<file path="src/rtl/fetch_ctrl_pkg.sv">
//------------------------------------------------------------------------------
// Module : fetch_ctrl_pkg
// Brief  : Shared fetch-control types and constants (also used by the hazard unit).
// Rev    : 1.0  initial release
//------------------------------------------------------------------------------
`default_nettype none

package fetch_ctrl_pkg;

    typedef enum logic [1:0] {
        RUN   = 2'd0,
        REDIR = 2'd1,
        FLUSH = 2'd2,
        HALT  = 2'd3
    } fetch_state_t;

    localparam logic [1:0] PC_ALIGN_MASK = 2'b11;
    localparam int         FLUSH_CNT_W   = 2;

    function automatic logic is_misaligned(input logic [1:0] lsb);
        return |(lsb & PC_ALIGN_MASK);
    endfunction

endpackage

`default_nettype wire

</file>
<file path="src/rtl/fetch_perf_cnt.sv">
//------------------------------------------------------------------------------
// Module : fetch_perf_cnt
// Brief  : Single saturating event counter, cleared by reset.
// Rev    : 1.0  initial release
//------------------------------------------------------------------------------
`default_nettype none

module fetch_perf_cnt #(
    parameter int W = 16
) (
    input  logic         clk,
    input  logic         reset,
    input  logic         inc,
    output logic [W-1:0] count
);

    logic [W-1:0] r_count;

    always_ff @(posedge clk or posedge reset) begin
        if (reset) begin
            r_count <= '0;
        end else if (inc && (r_count != {W{1'b1}})) begin
            r_count <= r_count + W'(1);
        end
    end

    assign count = r_count;

endmodule

`default_nettype wire

</file>
<file path="src/rtl/fetch_ctrl.sv">
//------------------------------------------------------------------------------
// Module : fetch_ctrl
// Brief  : Fetch-stage sequencer merging redirects, load-use stalls and halt.
//          Optional macro FETCH_PERF_CNT_EN adds stall/flush/halt counters.
// Rev    : 1.0  initial release
//------------------------------------------------------------------------------
`default_nettype none

module fetch_ctrl
    import fetch_ctrl_pkg::*;
#(
    parameter int PC_W         = 16,
    parameter int FLUSH_CYCLES = 2
`ifdef FETCH_PERF_CNT_EN
    ,
    parameter int CNT_W        = 16
`endif
) (
    input  logic            clk,
    input  logic            reset,
    input  logic            redirect_valid,
    input  logic [PC_W-1:0] redirect_pc,
    input  logic            load_use_hazard,
    input  logic            halt_req,
    output logic            pc_src,
    output logic [PC_W-1:0] dest_pc,
    output logic            pc_write_zero,
    output logic            IFID_pipeline_write_zero,
    output logic            IDEX_flush,
    output logic            halted,
    output logic            misalign_err
`ifdef FETCH_PERF_CNT_EN
    ,
    output logic [CNT_W-1:0] stall_cycles,
    output logic [CNT_W-1:0] flush_cycles,
    output logic [CNT_W-1:0] halt_cycles
`endif
);

    // Remaining FLUSH cycles after REDIR; REDIR itself is the first bubble.
    localparam logic [FLUSH_CNT_W-1:0] c_flush_init = FLUSH_CNT_W'(FLUSH_CYCLES - 1);

    fetch_state_t           r_state;
    logic [FLUSH_CNT_W-1:0] r_cnt;
    logic [PC_W-1:0]        r_dest_pc;
    logic                   r_misalign;
    logic                   w_stall;

    always_ff @(posedge clk or posedge reset) begin
        if (reset) begin
            r_state    <= RUN;
            r_cnt      <= '0;
            r_dest_pc  <= '0;
            r_misalign <= 1'b0;
        end else if (redirect_valid) begin
            r_state   <= REDIR;
            r_dest_pc <= {redirect_pc[PC_W-1:2], 2'b00};
            if (is_misaligned(redirect_pc[1:0])) begin
                r_misalign <= 1'b1;
            end
        end else begin
            case (r_state)
                RUN: begin
                    if (halt_req) begin
                        r_state <= HALT;
                    end
                end
                REDIR: begin
                    r_cnt <= c_flush_init;
                    if (FLUSH_CYCLES > 1) begin
                        r_state <= FLUSH;
                    end else begin
                        r_state <= halt_req ? HALT : RUN;
                    end
                end
                FLUSH: begin
                    r_cnt <= r_cnt - FLUSH_CNT_W'(1);
                    if (r_cnt <= FLUSH_CNT_W'(1)) begin
                        r_state <= halt_req ? HALT : RUN;
                    end
                end
                HALT: begin
                    if (!halt_req) begin
                        r_state <= RUN;
                    end
                end
                default: r_state <= RUN;
            endcase
        end
    end

    // Stall yields to redirect and halt; gated by reset so outputs stay quiet while held.
    assign w_stall = (r_state == RUN) && load_use_hazard && !redirect_valid
                     && !halt_req && !reset;

    always_comb begin
        pc_src                   = 1'b0;
        pc_write_zero            = 1'b0;
        IFID_pipeline_write_zero = 1'b0;
        IDEX_flush               = 1'b0;
        halted                   = 1'b0;
        case (r_state)
            RUN: begin
                pc_write_zero = w_stall;
                IDEX_flush    = w_stall;
            end
            REDIR: begin
                pc_src                   = 1'b1;
                IFID_pipeline_write_zero = 1'b1;
                IDEX_flush               = 1'b1;
            end
            FLUSH: begin
                IFID_pipeline_write_zero = 1'b1;
            end
            HALT: begin
                pc_write_zero            = 1'b1;
                IFID_pipeline_write_zero = 1'b1;
                halted                   = 1'b1;
            end
            default: begin
                pc_src = 1'b0;
            end
        endcase
    end

    assign dest_pc      = r_dest_pc;
    assign misalign_err = r_misalign;

`ifdef FETCH_PERF_CNT_EN
    fetch_perf_cnt #(.W(CNT_W)) u_stall_cnt (
        .clk   (clk),
        .reset (reset),
        .inc   (w_stall),
        .count (stall_cycles)
    );

    fetch_perf_cnt #(.W(CNT_W)) u_flush_cnt (
        .clk   (clk),
        .reset (reset),
        .inc   ((r_state == REDIR) || (r_state == FLUSH)),
        .count (flush_cycles)
    );

    fetch_perf_cnt #(.W(CNT_W)) u_halt_cnt (
        .clk   (clk),
        .reset (reset),
        .inc   (r_state == HALT),
        .count (halt_cycles)
    );
`endif

endmodule

`default_nettype wire

</file>
<file path="config.mk">
export PLATFORM = sky130hd
export DESIGN_NAME = fetch_ctrl
export DESIGN_NICKNAME = d
export VERILOG_FILES = /design/src/rtl/fetch_ctrl_pkg.sv /design/src/rtl/fetch_perf_cnt.sv /design/src/rtl/fetch_ctrl.sv
export SDC_FILE = /design/constraint.sdc
export NUM_CORES = 1
export LEC_CHECK = 0
export ABC_CLOCK_PERIOD_IN_PS = 3800
export BUFFER_PORTS_ARGS = -buffer_cell sky130_fd_sc_hd__buf_2
export CORE_MARGIN = 1.5
export CORE_UTILIZATION = 48
export DETAILED_ROUTE_END_ITERATION = 16
export GPL_ROUTABILITY_DRIVEN = 1
export GPL_TIMING_DRIVEN = 1
export PLACE_DENSITY = 0.83
export SLEW_MARGIN = 0
export SYNTH_ARGS = -nofsm -noshare
export SYNTH_HDL_FRONTEND = slang
export SYNTH_SLANG_ARGS = --single-unit
</file>
<file path="constraint.sdc">
create_clock -name clk -period 3.8 [get_ports clk]
set_input_delay 0.38 -clock clk [delete_from_list [all_inputs] [get_ports clk]]
set_output_delay 0.38 -clock clk [all_outputs]
set_load 0.1 [all_outputs]
</file>
# [Word-level counts from Yosys, hierarchy flattened]
# Index checks and enable logic that the tools add are counted.
[totals] inputBits=21 mem_bits_ro=0 out_inout_bits=22 n_memories=0 elab_cells=39 latchBits=0 mem_bits_rw=0 ff_bits=19
[classes] n_addsub=1 magnitude_cmp=1 n_shift=0 n_mux=12 n_bitwise=1 mul=0 div=0 eq_ne=6 reduce_logical=14
[op_table] cell="2-to-1 mux 2 bit" n=5
[op_table] cell="inequality test 3 bit (second input constant)" n=3
[op_table] cell="one-hot mux 2 bit (4 select lines)" n=1
[op_table] cell="== test 2 bit (second input constant)" n=2
[op_table] cell="logical AND 1 bit" n=4
[op_table] cell="one-hot mux 1 bit (2 select lines)" n=2
[op_table] cell="one-hot mux 2 bit (2 select lines)" n=1
[op_table] cell="AND reduction 2 bit" n=2
[op_table] cell="zero test 1 bit" n=3
[op_table] cell="2-to-1 mux 1 bit" n=3
[op_table] cell="AND reduction 3 bit" n=1
[op_table] cell="OR reduction 3 bit" n=1
[op_table] cell="== test 2 x 1 -> 1 bit (second input constant)" n=1
[op_table] cell="<= comparator 2 x 1 -> 1 bit (second input constant)" n=1
[op_table] cell="zero test 2 bit" n=1
[op_table] cell="nonzero test 2 bit" n=1
[op_table] cell="OR reduction 2 bit" n=1
[op_table] cell="subtractor 2 x 1 -> 2 bit (second input constant)" n=1
[op_table] cell="inverter 1 bit" n=1

# [Depth between registers and ports, before layout]
[logic_depth] depth_word=6 mapped_depth=5

# [Least setup slack after synthesis]
# Ideal clock, no wire load.
[synth_timing] path_kind="reg2out" from="register r_state[1]" to="output port IDEX_flush" path_buffers=0 arrival_ns=1.878 path_slack_ns=1.542 stages_incl_launch_ff=4 path_cell_list="dfrtp_1 > inv_1 > ha_1 > or2_2"
[synth_between] elab_chain_cells=6
[synth_rtl] element="from (decl)" line_no="fetch_ctrl.sv:43" source="fetch_state_t r_state;"
[synth_rtl] element="from (signal assigned)" line_no="fetch_ctrl.sv:73" source="r_state <= halt_req ? HALT : RUN;"
[synth_rtl] element="from (signal assigned)" line_no="fetch_ctrl.sv:79" source="r_state <= halt_req ? HALT : RUN;"
[synth_rtl] element="zero test 2 bit" line_no="fetch_ctrl.sv:93, fetch_ctrl.sv:102"
[synth_rtl] element="logical AND 1 bit (2 in series)" line_no="fetch_ctrl.sv:93" source="assign w_stall = (r_state == RUN) && load_use_hazard && !redirect_valid"
[synth_rtl] element="logical AND 1 bit (2 in series)" line_no="fetch_ctrl.sv:94" source="&& !halt_req && !reset;"
[synth_rtl] element="one-hot mux 1 bit (2 select lines) (*)" line_no="fetch_ctrl.sv:102" source="case (r_state)"
[synth_rtl] element="to (decl)" line_no="fetch_ctrl.sv:29" source="output logic IDEX_flush,"
# Mark *: on every way between the ends. The rest lies on a longest branch, timed or not.

# [Final worst setup path]
[layout_timing] from="register r_state[0]" to="output port pc_write_zero"
[layout_between] elab_chain_cells=6
[layout_rtl] element="zero test 2 bit" line_no="fetch_ctrl.sv:93, fetch_ctrl.sv:102"
[layout_rtl] element="logical AND 1 bit (2 in series)" line_no="fetch_ctrl.sv:93"
[layout_rtl] element="logical AND 1 bit (2 in series)" line_no="fetch_ctrl.sv:94"
[layout_rtl] element="one-hot mux 1 bit (2 select lines) (*)" line_no="fetch_ctrl.sv:102"
[layout_rtl] element="to (decl)" line_no="fetch_ctrl.sv:27" source="output logic pc_write_zero,"
# Marks and branches as above.

==> results by group <==
Outcome
  • Status: finished, final reports clean

Pwr
  • Clk network pwr share: 0.117
  • Total power: 0.849 mW
  • Part of the power in combinational logic: 0.590
  • Lkg Pwr: 0.549 nW
  • Power Density: 752 nW/um^2
  • Internal power: 0.366 mW
  • Flop pwr share: 0.294
  • Maximum VDD drop: 0.000422 V
  • Sw power: 0.482 mW
  • Sw frac: 0.568

Global route
  • Initial antenna violation count: 0
  • Overflow after GRT: 0
  • Vias in the first global route: 604
  • Largest net degree at the start of global routing: 21
  • First-pass GRT wire length: 2550 um
  • GRT Overall Usage: 0.173

Floorplanning
  • Placeable Area: 1750 sq um
  • Initial core utilization: 0.512
  • Die Width: 46.1 um
  • Die ar.: 2130 sq um
  • Num rows: 15
  • # IOs: 43
  • Die Y-Extent: 46.1 um

STA
  • Clk_skew: 0.00239 ns
  • Pin slew with the least headroom to its limit: 0.696 ns
  • Tmin final: 2.36 ns
  • Number of hold violations in the final report: 0
  • Tcrit/Tclk final: 0.621
  • Fmax: 424 MHz
  • Setup TNS: 0 ns
  • Slew margin rel.: 0.535
  • Slew Viols, Final: 0
  • RSZ-0062 raised after global routing: no
  • Final Setup Violations: 0

CTS
  • Clock transition at the registers of the reported paths: 0.10 ns
  • Hold-fix buffers, CTS: 0
  • Clk Latency, worst-skew pair: 0.29 ns
  • Clock Path Buffers: 2
  • Htree depth: 1
  • Post_cts resized: 0
  • CTS sink count: 19
  • Clock Root Buffer: clkbuf_4
  • Post-CTS Setup Inserts: 0
  • CTS tree: built
  • Num CTS Buffers: 3

Setup path
  • Startpoint types: register
  • Critical path's top delay family: buffers and inverters
  • Crit-path max FO: 4
  • Crit path DAT: 1.98 ns
  • Critical path capture point type: output port
  • Critical Path RT: 3.42 ns
  • CP peak stage delay: 0.43 ns
  • Critical path buffers and inverters: 2
  • Critical-path cell list: inv_1 -> ha_1 -> nand2_1 -> nor4_1 -> o21ba_2 -> buf_2
  • CP max stage cell: dfrtp_1
  • WS Path Type: reg -> out

Min path
  • Hold WC Path Type: in -> async

Final layout
  • Finished Core Util: 0.647
  • Flip-flop and latch area: 475 sq um
  • Fill count: 145
  • # diodes: 0
  • Final nets: 138
  • Area Overhead vs Synth: 26.3%
  • Layout cells sized above 1: 0.564
  • Multi-input gate area: 375 sq um

Drt
  • Pre-antenna DRT Iters: 4
  • Vias: 662
  • DRC Markers: 0
  • Iteration-0 DRC Markers: 4
  • Final ANT Viol Nets: 0
  • WL/cell: 11.8 um
  • DR vias/cell: 4.90
  • Post-Route WL: 1600 um

Placed design
  • Gpl congestion: 0.789
  • Final HPWL DP: 1280 um
  • I/O Buffers: 40

Synth
  • Avg Synthesized Cell Area: 12.9 sq um
  • Cells after synthesis: 69
  • Unique cell type count in the Yosys netlist: 19
  • Yosys warning count: 0
  • Synth Cell Area: 893 sq um
  • Register bit total from synthesis: 19
  • Seq/Total Area, Yosys: 0.532

Job
  • Max-Cap Viols: 0
==> power by group through the flow <==
stage	combinational [mW]	clock [mW]	sequential [mW]
global route	0.525	0.111	0.253
finish	0.501	0.0990	0.249
detailed placement	0.503	0	0.254
global placement	0.498	0	0.250
floorplan	0.328	0	0.360
CTS	0.504	0.103	0.250
==> cells by family after synthesis <==
kind of cell               after synthesis  share of synthesized area
AOI/OAI and AO/OA                        9                     0.0700
buffers and inverters                    9                     0.0518
DFF                                     19                      0.532
adders and majority gates                6                     0.0840
other                                    1                    0.00420
and+or+nand+nor                          9                     0.0532
muxes                                   16                      0.204
==> path summary, 6_finish.rpt <==
check / startpoint / end / slack (ns) / cells past startpoint
setup / recovery: r_state[0]$_DFFE_PP0P_ / pc_write_zero / 1.44 / 6
max in group asynchronous: reset / dest_pc[4]$_DFFE_PP0P_ / 3.16 / 2
hold / removal: reset / dest_pc[10]$_DFFE_PP0P_ / 0.19 / 2
hold reg to reg: misalign_err$_DFFE_PP0P_ / misalign_err$_DFFE_PP0P_ / 0.48 / 1
setup reg to reg: r_state[0]$_DFFE_PP0P_ / r_state[1]$_DFFE_PP0P_ / 2.30 / 5
min in group clk: redirect_pc[14] / dest_pc[14]$_DFFE_PP0P_ / 0.31 / 2
==> flip-flops by register name (all words and copies together) (netlist names) <==
name          count
r_cnt             2
r_state           2
misalign_err      1
dest_pc          14
==> per-stage QoR <==
stage	setup slack, ns	hold slack, ns	area (sq um)	cells
CTS	1.42	0.215	1130	135
floorplan	1.54	0.331	897	70
detailed placement	1.77	0.455	1100	131
global placement	1.87	0.453	1100	131
finish	1.44	0.193	1130	135
global route	1.27	0.254	1130	135
==> cell usage after synthesis <==
master	number	area, sq um
ha_1	6	75.1
mux2_2	15	169
a311oi_1	1	8.76
a211oi_1	3	22.5
nand2_1	4	15.0
a21oi_1	1	5.00
buf_4	3	22.5
mux2i_2	1	13.8
o21ba_2	1	10.0
nor4_1	1	6.26
nand3b_1	1	7.51
o21ai_0	2	10.0
dfrtp_1	19	475
conb_1	1	3.75
a31oi_1	1	6.26
or2_2	1	6.26
buf_2	1	5.00
inv_1	5	18.8
nand2b_1	2	12.5
==> final cells by class <==
class                           instances  share of cell area
Clock buffer                            3              0.0200
Clock inverter                          1             0.00443
Inverter                                5              0.0166
Multi-Input combinational cell         42               0.333
Sequential cell                        19               0.421
Tap cell                               25              0.0277
Timing Repair Buffer                   40               0.177
==> layer usage <==
metal  track usage  part of all wire  wire (um)  up-vias
li1              -                 -          -      318
met1         0.218              0.43        687      314
met2         0.272              0.49        789       26
met3        0.0353             0.058         92        4
met4         0.103             0.016         26        0
met5             0                 0          0        -
==> placed cells by master (no fill, tap or decap), drive strengths merged, types with 2 or more instances in the layout <==
cell type   n
o21ai       2
conb        2
buf        40
nand2b      2
mux2       15
nand2       4
ha          6
dfrtp      19
inv         5
clkbuf      3
a211oi      3
(Power assumes the default switching activity.)
